===== config.mk =====
export PLATFORM = sky130hd
export DESIGN_NAME = mult9x9_rr_scheduler_flat
export DESIGN_NICKNAME = d
export VERILOG_FILES = /design/src/rtl/mult9x9_rr_scheduler_if.sv /design/src/rtl/mult9x9_rr_scheduler.sv /design/src/flat_wrapper.sv
export SDC_FILE = /design/constraint.sdc
export NUM_CORES = 1
export LEC_CHECK = 0
export ABC_AREA = 1
export CAP_MARGIN = 20
export CORE_MARGIN = 3
export CORE_UTILIZATION = 45
export CTS_CLUSTER_SIZE = 25
export DETAILED_ROUTE_END_ITERATION = 10
export GPL_TIMING_DRIVEN = 0
export PLACE_DENSITY = 0.76
export SLEW_MARGIN = 0
export SYNTH_ARGS = -nofsm -noshare
export SYNTH_HDL_FRONTEND = slang
export SYNTH_SLANG_ARGS = --single-unit

===== constraint.sdc =====
create_clock -name CLK -period 4.7 [get_ports CLK]
set_clock_uncertainty 0.15 [all_clocks]
set_input_delay 0.705 -clock CLK [delete_from_list [all_inputs] [get_ports CLK]]
set_output_delay 0.705 -clock CLK [all_outputs]
set_load 0.1 [all_outputs]

===== src/rtl/mult9x9_rr_scheduler_if.sv =====
// Handshake bundle between accelerator lanes / result consumer
// and the shared MULT9X9 round-robin scheduler.
interface mult9x9_rr_scheduler_if #(
    parameter int NREQ = 4,
    parameter int IDW  = 2
);
    logic [NREQ-1:0]   REQ_VALID;
    logic [NREQ-1:0]   REQ_READY;
    logic [NREQ*9-1:0] REQ_A;
    logic [NREQ*9-1:0] REQ_B;
    logic              RES_VALID;
    logic              RES_READY;
    logic [17:0]       RES_Z;
    logic [IDW-1:0]    RES_ID;

    // Requester lanes plus result consumer
    modport master (
        output REQ_VALID, REQ_A, REQ_B, RES_READY,
        input  REQ_READY, RES_VALID, RES_Z, RES_ID
    );

    // Scheduler side
    modport slave (
        input  REQ_VALID, REQ_A, REQ_B, RES_READY,
        output REQ_READY, RES_VALID, RES_Z, RES_ID
    );
endinterface


===== src/rtl/mult9x9_rr_scheduler.sv =====
// Round-robin sharing of one 9x9 unsigned multiplier among NREQ lanes.
// Two register stages (operands, product) returned with requester tag.
module mult9x9_rr_scheduler #(
    parameter int NREQ = 4,
    parameter int IDW  = 2
) (
    input  logic                       CLK,
    input  logic                       RST,
    input  logic                       FLUSH,
    mult9x9_rr_scheduler_if.slave      bus
);

    logic           v1;
    logic           v2;
    logic [8:0]     ra;
    logic [8:0]     rb;
    logic [IDW-1:0] id1;
    logic [IDW-1:0] id2;
    logic [17:0]    z2;
    logic [IDW-1:0] ptr;

    logic           adv1;
    logic           adv2;
    logic           found;
    logic           grant;
    logic [IDW-1:0] g;
    logic [IDW-1:0] ptr_nxt;
    logic [8:0]     a_sel;
    logic [8:0]     b_sel;
    logic [17:0]    z;
    logic [NREQ-1:0] rdy;

    // Stage advance: S2 moves when empty or drained, S1 when S2 moves or S1 empty
    always_comb begin
        adv2 = !v2 || bus.RES_READY;
        adv1 = adv2 || !v1;
    end

    // Round-robin pick: first valid at or above ptr, else lowest valid below it
    always_comb begin
        found = 1'b0;
        g     = '0;
        for (int i = 0; i < NREQ; i++) begin
            if (!found && bus.REQ_VALID[i] && (IDW'(i) >= ptr)) begin
                found = 1'b1;
                g     = IDW'(i);
            end
        end
        for (int i = 0; i < NREQ; i++) begin
            if (!found && bus.REQ_VALID[i]) begin
                found = 1'b1;
                g     = IDW'(i);
            end
        end
    end

    // Grant qualification, one-hot ready, operand mux and pointer advance
    always_comb begin
        grant   = found && adv1 && !FLUSH && !RST;
        rdy     = '0;
        if (grant) begin
            rdy[g] = 1'b1;
        end
        ptr_nxt = (g == IDW'(NREQ - 1)) ? '0 : g + 1'b1;
        a_sel   = bus.REQ_A[9*g +: 9];
        b_sel   = bus.REQ_B[9*g +: 9];
        z       = {9'd0, ra} * {9'd0, rb};
    end

    assign bus.REQ_READY = rdy;
    assign bus.RES_VALID = v2;
    assign bus.RES_Z     = z2;
    assign bus.RES_ID    = id2;

    // Operand stage and RR pointer; operands hold when no new grant
    always_ff @(posedge CLK or posedge RST) begin
        if (RST) begin
            v1  <= 1'b0;
            ra  <= '0;
            rb  <= '0;
            id1 <= '0;
            ptr <= '0;
        end else if (FLUSH) begin
            v1  <= 1'b0;
            ra  <= '0;
            rb  <= '0;
            id1 <= '0;
            ptr <= '0;
        end else if (adv1) begin
            if (grant) begin
                v1  <= 1'b1;
                ra  <= a_sel;
                rb  <= b_sel;
                id1 <= g;
                ptr <= ptr_nxt;
            end else begin
                v1  <= 1'b0;
            end
        end
    end

    // Product stage, held under result backpressure
    always_ff @(posedge CLK or posedge RST) begin
        if (RST) begin
            v2  <= 1'b0;
            z2  <= '0;
            id2 <= '0;
        end else if (FLUSH) begin
            v2  <= 1'b0;
            z2  <= '0;
            id2 <= '0;
        end else if (adv2) begin
            v2  <= v1;
            z2  <= z;
            id2 <= id1;
        end
    end

endmodule


===== src/flat_wrapper.sv =====
// flat-port wrapper written by rule: the top's interface ports become plain ports
module mult9x9_rr_scheduler_flat 
#(
    parameter int NREQ = 4,
    parameter int IDW  = 2
)
  (CLK, RST, FLUSH, bus_REQ_VALID, bus_REQ_A, bus_REQ_B, bus_RES_READY, bus_REQ_READY, bus_RES_VALID, bus_RES_Z, bus_RES_ID);
  mult9x9_rr_scheduler_if #(.NREQ(NREQ), .IDW(IDW)) bus_i ();
  input  logic CLK;
  input  logic RST;
  input  logic FLUSH;
  input wire logic [$bits(bus_i.REQ_VALID)-1:0] bus_REQ_VALID;
  input wire logic [$bits(bus_i.REQ_A)-1:0] bus_REQ_A;
  input wire logic [$bits(bus_i.REQ_B)-1:0] bus_REQ_B;
  input wire logic [$bits(bus_i.RES_READY)-1:0] bus_RES_READY;
  output wire logic [$bits(bus_i.REQ_READY)-1:0] bus_REQ_READY;
  output wire logic [$bits(bus_i.RES_VALID)-1:0] bus_RES_VALID;
  output wire logic [$bits(bus_i.RES_Z)-1:0] bus_RES_Z;
  output wire logic [$bits(bus_i.RES_ID)-1:0] bus_RES_ID;
  assign bus_i.REQ_VALID = bus_REQ_VALID;
  assign bus_i.REQ_A = bus_REQ_A;
  assign bus_i.REQ_B = bus_REQ_B;
  assign bus_i.RES_READY = bus_RES_READY;
  assign bus_REQ_READY = bus_i.REQ_READY;
  assign bus_RES_VALID = bus_i.RES_VALID;
  assign bus_RES_Z = bus_i.RES_Z;
  assign bus_RES_ID = bus_i.RES_ID;
  mult9x9_rr_scheduler #(.NREQ(NREQ), .IDW(IDW)) u_core (.CLK(CLK), .RST(RST), .FLUSH(FLUSH), .bus(bus_i));
endmodule

# Word level (Yosys, flattened, before mapping)
# Cells that the tools add are included.
# word_totals
out_inout_bits,25
wordCells,92
ff_bits,44
input_bits,80
# classes
n_reduce_logical,32
n_addsub,1
n_mul,2
magnitude_cmp,6
muxes,40
n_eq_ne,1
shifts,2
# op_table
op,n
indexed part select 36 x 7 -> 9 bit,2
2-to-1 mux 9 bit,6
2-to-1 mux 18 bit,2
2-to-1 mux 2 bit,15
multiplier 9 x 9 -> 18 bit,1
logical AND 1 bit,15
2-to-1 mux 1 bit,15
zero test 1 bit,11
"multiplier 4 x 2 -> 6 bit, first input constant",1
nonzero test 2 bit,3
"greater-or-equal comparator 1 x 2 -> 1 bit, first input constant",2
"greater-or-equal comparator 2 bit, first input constant",2
2-to-1 mux 4 bit,1
"< comparator 2 x 3 -> 1 bit, second input constant",1
"adder 2 x 1 -> 2 bit, second input constant",1
demux 1 bit (select 2 bit),1
"== test 2 bit, second input constant",1
"greater-or-equal comparator 2 x 1 -> 1 bit, second input constant",1
logical OR 1 bit,2
AND reduction 2 bit,1

# Logic depth before layout (Yosys ltp)
# logic_depth
ltp_word,33
mapped_depth,21
depth_no_buf,20

# Worst setup path before layout
# OpenSTA, ideal clock, no wires.
# synth_path
path_type,register to register
from,register u_core.ra[0]
to,register u_core.z2[11] (netlist: u_core.bus.RES_Z[11])
path_stages_with_launch,16
t_required_ps,4427
arrival_time_ps,3916
path_buffers,1
setup_ps,123
period_less_slack_ps,4189
slack_ps,511
path_cell_list,dfrtp_1 -> clkbuf_1 -> nand2_1 -> fa_1 -> fa_1 -> inv_1 -> fa_1 -> inv_1 -> fa_1 -> inv_1 -> ha_1 -> a21oi_1 -> o21ai_0 -> a21o_1 -> o21ai_0 -> nand2_1
# synth_via
elab_chain_cells,3
# synth_rtl
item,line,text
"start, declared",mult9x9_rr_scheduler.sv:15,logic [8:0] ra;
"start signal, assigned",mult9x9_rr_scheduler.sv:92,ra <= a_sel;
multiplier 9 x 9 -> 18 bit,mult9x9_rr_scheduler.sv:67,"z = {9'd0, ra} * {9'd0, rb};"
2-to-1 mux 18 bit,mult9x9_rr_scheduler.sv:112,end else if (adv2) begin
2-to-1 mux 18 bit,mult9x9_rr_scheduler.sv:108,end else if (FLUSH) begin
"end signal, assigned",mult9x9_rr_scheduler.sv:114,z2 <= z;
"end, declared",mult9x9_rr_scheduler.sv:19,logic [17:0] z2;
# No other way between the ends. The select of a mux whose other input is x is not followed.
# A chain may end at the register's enable or synchronous reset.

# Final worst setup path
# layout_path
from,input bus_REQ_VALID[1]
to,output bus_REQ_READY[3]
# layout_via
elab_chain_cells,28
elab_cells_between_ends,39
classes_between,order compare (2); mux (17); reduce/logical (20)
# layout_rtl
item,line,text
"start, declared",flat_wrapper.sv:12,input wire logic [$bits(bus_i.REQ_VALID)-1:0] bus_REQ_VALID;
logical AND 1 bit (2 in a row),mult9x9_rr_scheduler.sv:44,if (!found && bus.REQ_VALID[i] && (IDW'(i) >= ptr)) begin
2-to-1 mux 1 bit,mult9x9_rr_scheduler.sv:44,
zero test 1 bit,mult9x9_rr_scheduler.sv:44,
logical AND 1 bit (2 in a row),mult9x9_rr_scheduler.sv:44,
2-to-1 mux 1 bit,mult9x9_rr_scheduler.sv:44,
zero test 1 bit,mult9x9_rr_scheduler.sv:44,
logical AND 1 bit (2 in a row),mult9x9_rr_scheduler.sv:44,
2-to-1 mux 1 bit,mult9x9_rr_scheduler.sv:44,
[9 not listed],-,
zero test 1 bit,mult9x9_rr_scheduler.sv:50,if (!found && bus.REQ_VALID[i]) begin
logical AND 1 bit,mult9x9_rr_scheduler.sv:50,
2-to-1 mux 2 bit,mult9x9_rr_scheduler.sv:50,
< comparator 2 x 3 -> 1 bit (implied by the code) / greater-or-equal comparator 2 x 1 -> 1 bit (equally long branches),mult9x9_rr_scheduler.sv:62,rdy[g] = 1'b1;
logical AND 1 bit (implied by the code),mult9x9_rr_scheduler.sv:62,
2-to-1 mux 1 bit (implied by the code),mult9x9_rr_scheduler.sv:62,
demux 1 bit (select 2 bit),-,
2-to-1 mux 4 bit *,mult9x9_rr_scheduler.sv:61,if (grant) begin
"end, declared",flat_wrapper.sv:16,output wire logic [$bits(bus_i.REQ_READY)-1:0] bus_REQ_READY;
# Every way passes the cells marked *; elsewhere a longest branch is shown, timed or not.

==> reports/results.ini <==
[clock_tree]
clk_path_buf_depth = 2
cts_max_level = 2
cts_setup_buffers = 0
cts_inserted_buffers = 5
clkSinkCount = 44
clk_pin_slew_worst_paths_ps = 60
worstSkewPairLatency_ps = 290
cts_root_buffer = clkbuf_16
cts_tree = yes

[placement]
place.gp.congestion = 0.9046
post_dp_cell_area_sq_um = 6420
pre_cts_slack_ps = 10.01
place_inst = 977
io_buffer_count = 104
hpwlAfterDp_um = 10570

[layout]
nets = 998
layout.area.seq_sq_um = 1110
fin_cells = 966
nFillCells = 1045
stdcell_area_sq_um = 6499
area_growth_pct = 25.37
layout-drive-gt1-share_pct = 4.722
multi_input_area_sq_um = 3343
n_antenna_cell = 0

[sta]
setup_viol = 0
grt_setup_unrepaired = no
worst_slew_pin_slew_ps = 989.4
postLayoutSetupSlackWorst_ps = 196.2
relSlewSlack_pct = 33.83
min_period_ps = 4504
timing.fmax_mhz = 222.0
report.final.slew_viol_count = 0
period_share_pct = 95.82
hold_viol = 0

[logic_synthesis]
async_flop_share_pct = 100.0
synth-seq-cells = 44
syn_inst = 732
syn_avg_cell_area_sq_um = 7.082
syn_nets = 904
synth_edf_count = 0
synth.distinct_cells = 28
yosysWarnings = 0
ys_seq_area_share_pct = 21.24
synthFlopType = dfrtp_1
syn_area_sq_um = 5184

[detailed_routing]
dr.pass1.iters = 5
vias_per_cell = 4.991
route.detailed.drc = 0
avgRoutedWirePerCell_um = 13.33
dr.first_iter.drc_count = 333
num_vias = 4821
wl_um = 12880
ant_nets = 0

[grt]
grt_use_total_pct = 21.11
grt_first_pass_wirelength_um = 22290
grt_max_degree = 41
grt_antenna_before_repair = 0
grt_overflow = 0
grt_pass1_vias = 4823

[pwr]
p_leak_nw = 3.715
power_mw = 1.730
powerDensity_nw_per_um2 = 266.3
vdd_ir_drop_max_v = 0.0002087

[hold_path]
hold_path_class = register to register

[die]
pin_count = 105
start_util_pct = 46.99
die_h_um = 113.3
dieArea_sq_um = 12840
fp-row-count = 38
die_w_um = 113.3
core_sq_um = 11030

[run_status]
status = finished clean

[critical_path]
crit_arrival_ps = 3650
required_ps = 3850
slowest_stage = clkdlybuf4s50_1
crit_type = input pin to primary output
critical_path_peak_fanout = 11
start_kind = input pin
endpoint_kind = primary output
slowest_delay_ps = 1150
crit_chain = clkdlybuf4s50_1, nand2_1, nand3_2, nor2_4, nand3_1, nand2_1, buf_4, buf_4, ha_1, inv_1, nor2_1, clkdlybuf4s50_1

[job]
drv_cap = 0

-- per-stage QoR --
step | util [%] | setup TNS, ps | hold WS [ps]
3_3_place_gp | 58.02 | -1040 | 305.9
2_1_floorplan | - | 0 | 303.8
5_1_grt | 58.92 | 0 | 353.1
3_5_place_dp | 58.20 | 0 | 320.4
6_report | 58.92 | 0 | 332.2
4_1_cts | 59.41 | 0 | 337.5
-- worst max-delay path: cells and delay by family --
| kind | cells | cell delay, ps |
|---|---|---|
| fa+ha+maj | 1 | 160 |
| buf+inv | 5 | 2090 |
| simple gates | 6 | 680 |
-- Yosys cell counts, types with 4 or more instances --
cell      instances  area (sq um)
nor2_1           28         105.1
nand3_1         108         540.5
buf_4             4         30.03
o21ai_0          19         95.09
inv_1           145         544.3
fa_1             50          1001
ha_1             42         525.5
a21oi_1          13         65.06
buf_2             9         45.04
a22o_1            5         43.79
nand2_1         219         822.0
clkbuf_1         23         86.33
dfrtp_1          44          1101
-- cells by family (layout without fill, tap and decap cells) --
logic type / after synthesis / after routing / synth area share (%)
AND/OR/NAND/NOR: 363 / 363 / 29.59
buffers and inverters: 186 / 280 / 14.26
adder cells (fa/ha/maj): 92 / 92 / 29.45
AO/OA/AOI/OAI: 45 / 45 / 5.117
flip-flops: 44 / 44 / 21.24
XOR/XNOR: 2 / 2 / 0.3380
-- cell type report --
type,instances,share of cell area (%)
Multi-Input combinational cell,502,51.44
Sequential cell,44,17.08
Timing Repair Buffer,105,16.33
Inverter,148,8.548
Tap cell,140,2.695
Clock buffer,5,1.925
Buffer,20,1.791
Clock inverter,2,0.1925
-- layout by cell type (no fill, tap or decap), types with 3 or more instances in the layout --
| master | netlist | final |
|---|---|---|
| a21o_1 | 3 | 3 |
| a21oi_1 | 13 | 13 |
| a22o_1 | 5 | 5 |
| buf_2 | 9 | 9 |
| buf_4 | 4 | 4 |
| clkbuf_1 | 23 | 5 |
| clkbuf_16 | 0 | 5 |
| clkdlybuf4s50_1 | 0 | 104 |
| dfrtp_1 | 44 | 37 |
| dfrtp_2 | 0 | 7 |
| fa_1 | 50 | 50 |
| ha_1 | 42 | 42 |
| inv_1 | 145 | 144 |
| inv_2 | 3 | 4 |
| nand2_1 | 219 | 219 |
| nand3_1 | 108 | 108 |
| nor2_1 | 28 | 28 |
| o21ai_0 | 19 | 19 |
-- per-layer routing --
metal  global-route usage, %  share of wire [%]
met4                   6.490                2.0
met2                   35.31                 48
met1                   27.20                 44
met5                       0                  0
met3                   4.920                6.6
-- where the power goes --
group | switching, mW | internal, mW | total [mW] | leakage, nW
logic | 0.564 | 0.306 | 0.870 | 3.07
registers | 0.0927 | 0.431 | 0.524 | 0.581
clock network | 0.144 | 0.193 | 0.337 | 0.0657
-- final timing paths --
| check | slack [ps] | start | depth (start not counted) | endpoint |
|---|---|---|---|---|
| worst max-delay path | 200 | bus_REQ_VALID[1] | 12 | bus_REQ_READY[3] |
| worst min-delay path | 330 | u_core.bus.RES_Z[11]$_DFFE_PP0P_ | 2 | u_core.bus.RES_Z[11]$_DFFE_PP0P_ |
| worst max register to register | 280 | u_core.ra[6]$_DFFE_PP0P_ | 16 | u_core.bus.RES_Z[13]$_DFFE_PP0P_ |
| worst min register to register | 330 | u_core.bus.RES_Z[11]$_DFFE_PP0P_ | 2 | u_core.bus.RES_Z[11]$_DFFE_PP0P_ |
| max in group asynchronous | 3490 | RST | 3 | u_core.ra[3]$_DFFE_PP0P_ |
| min in group asynchronous | 460 | RST | 2 | u_core.bus.RES_VALID$_DFFE_PP0P_ |
-- flip-flops by register name, indices dropped and copies added (netlist names) --
signal                flops
u_core.ptr                2
u_core.bus.RES_VALID      1
u_core.rb                 9
u_core.v1                 1
u_core.ra                 9
u_core.bus.RES_Z         18
u_core.id1                2
u_core.bus.RES_ID         2
-- repair_timing --
action / in CTS / in global routing
gates resized for setup: 0 / 7
endpoints found under the setup margin: 3 / 9
hold buffers: 0 / 0
pin swaps: 0 / 0
No activity file was read; power rests on OpenSTA's default activity.
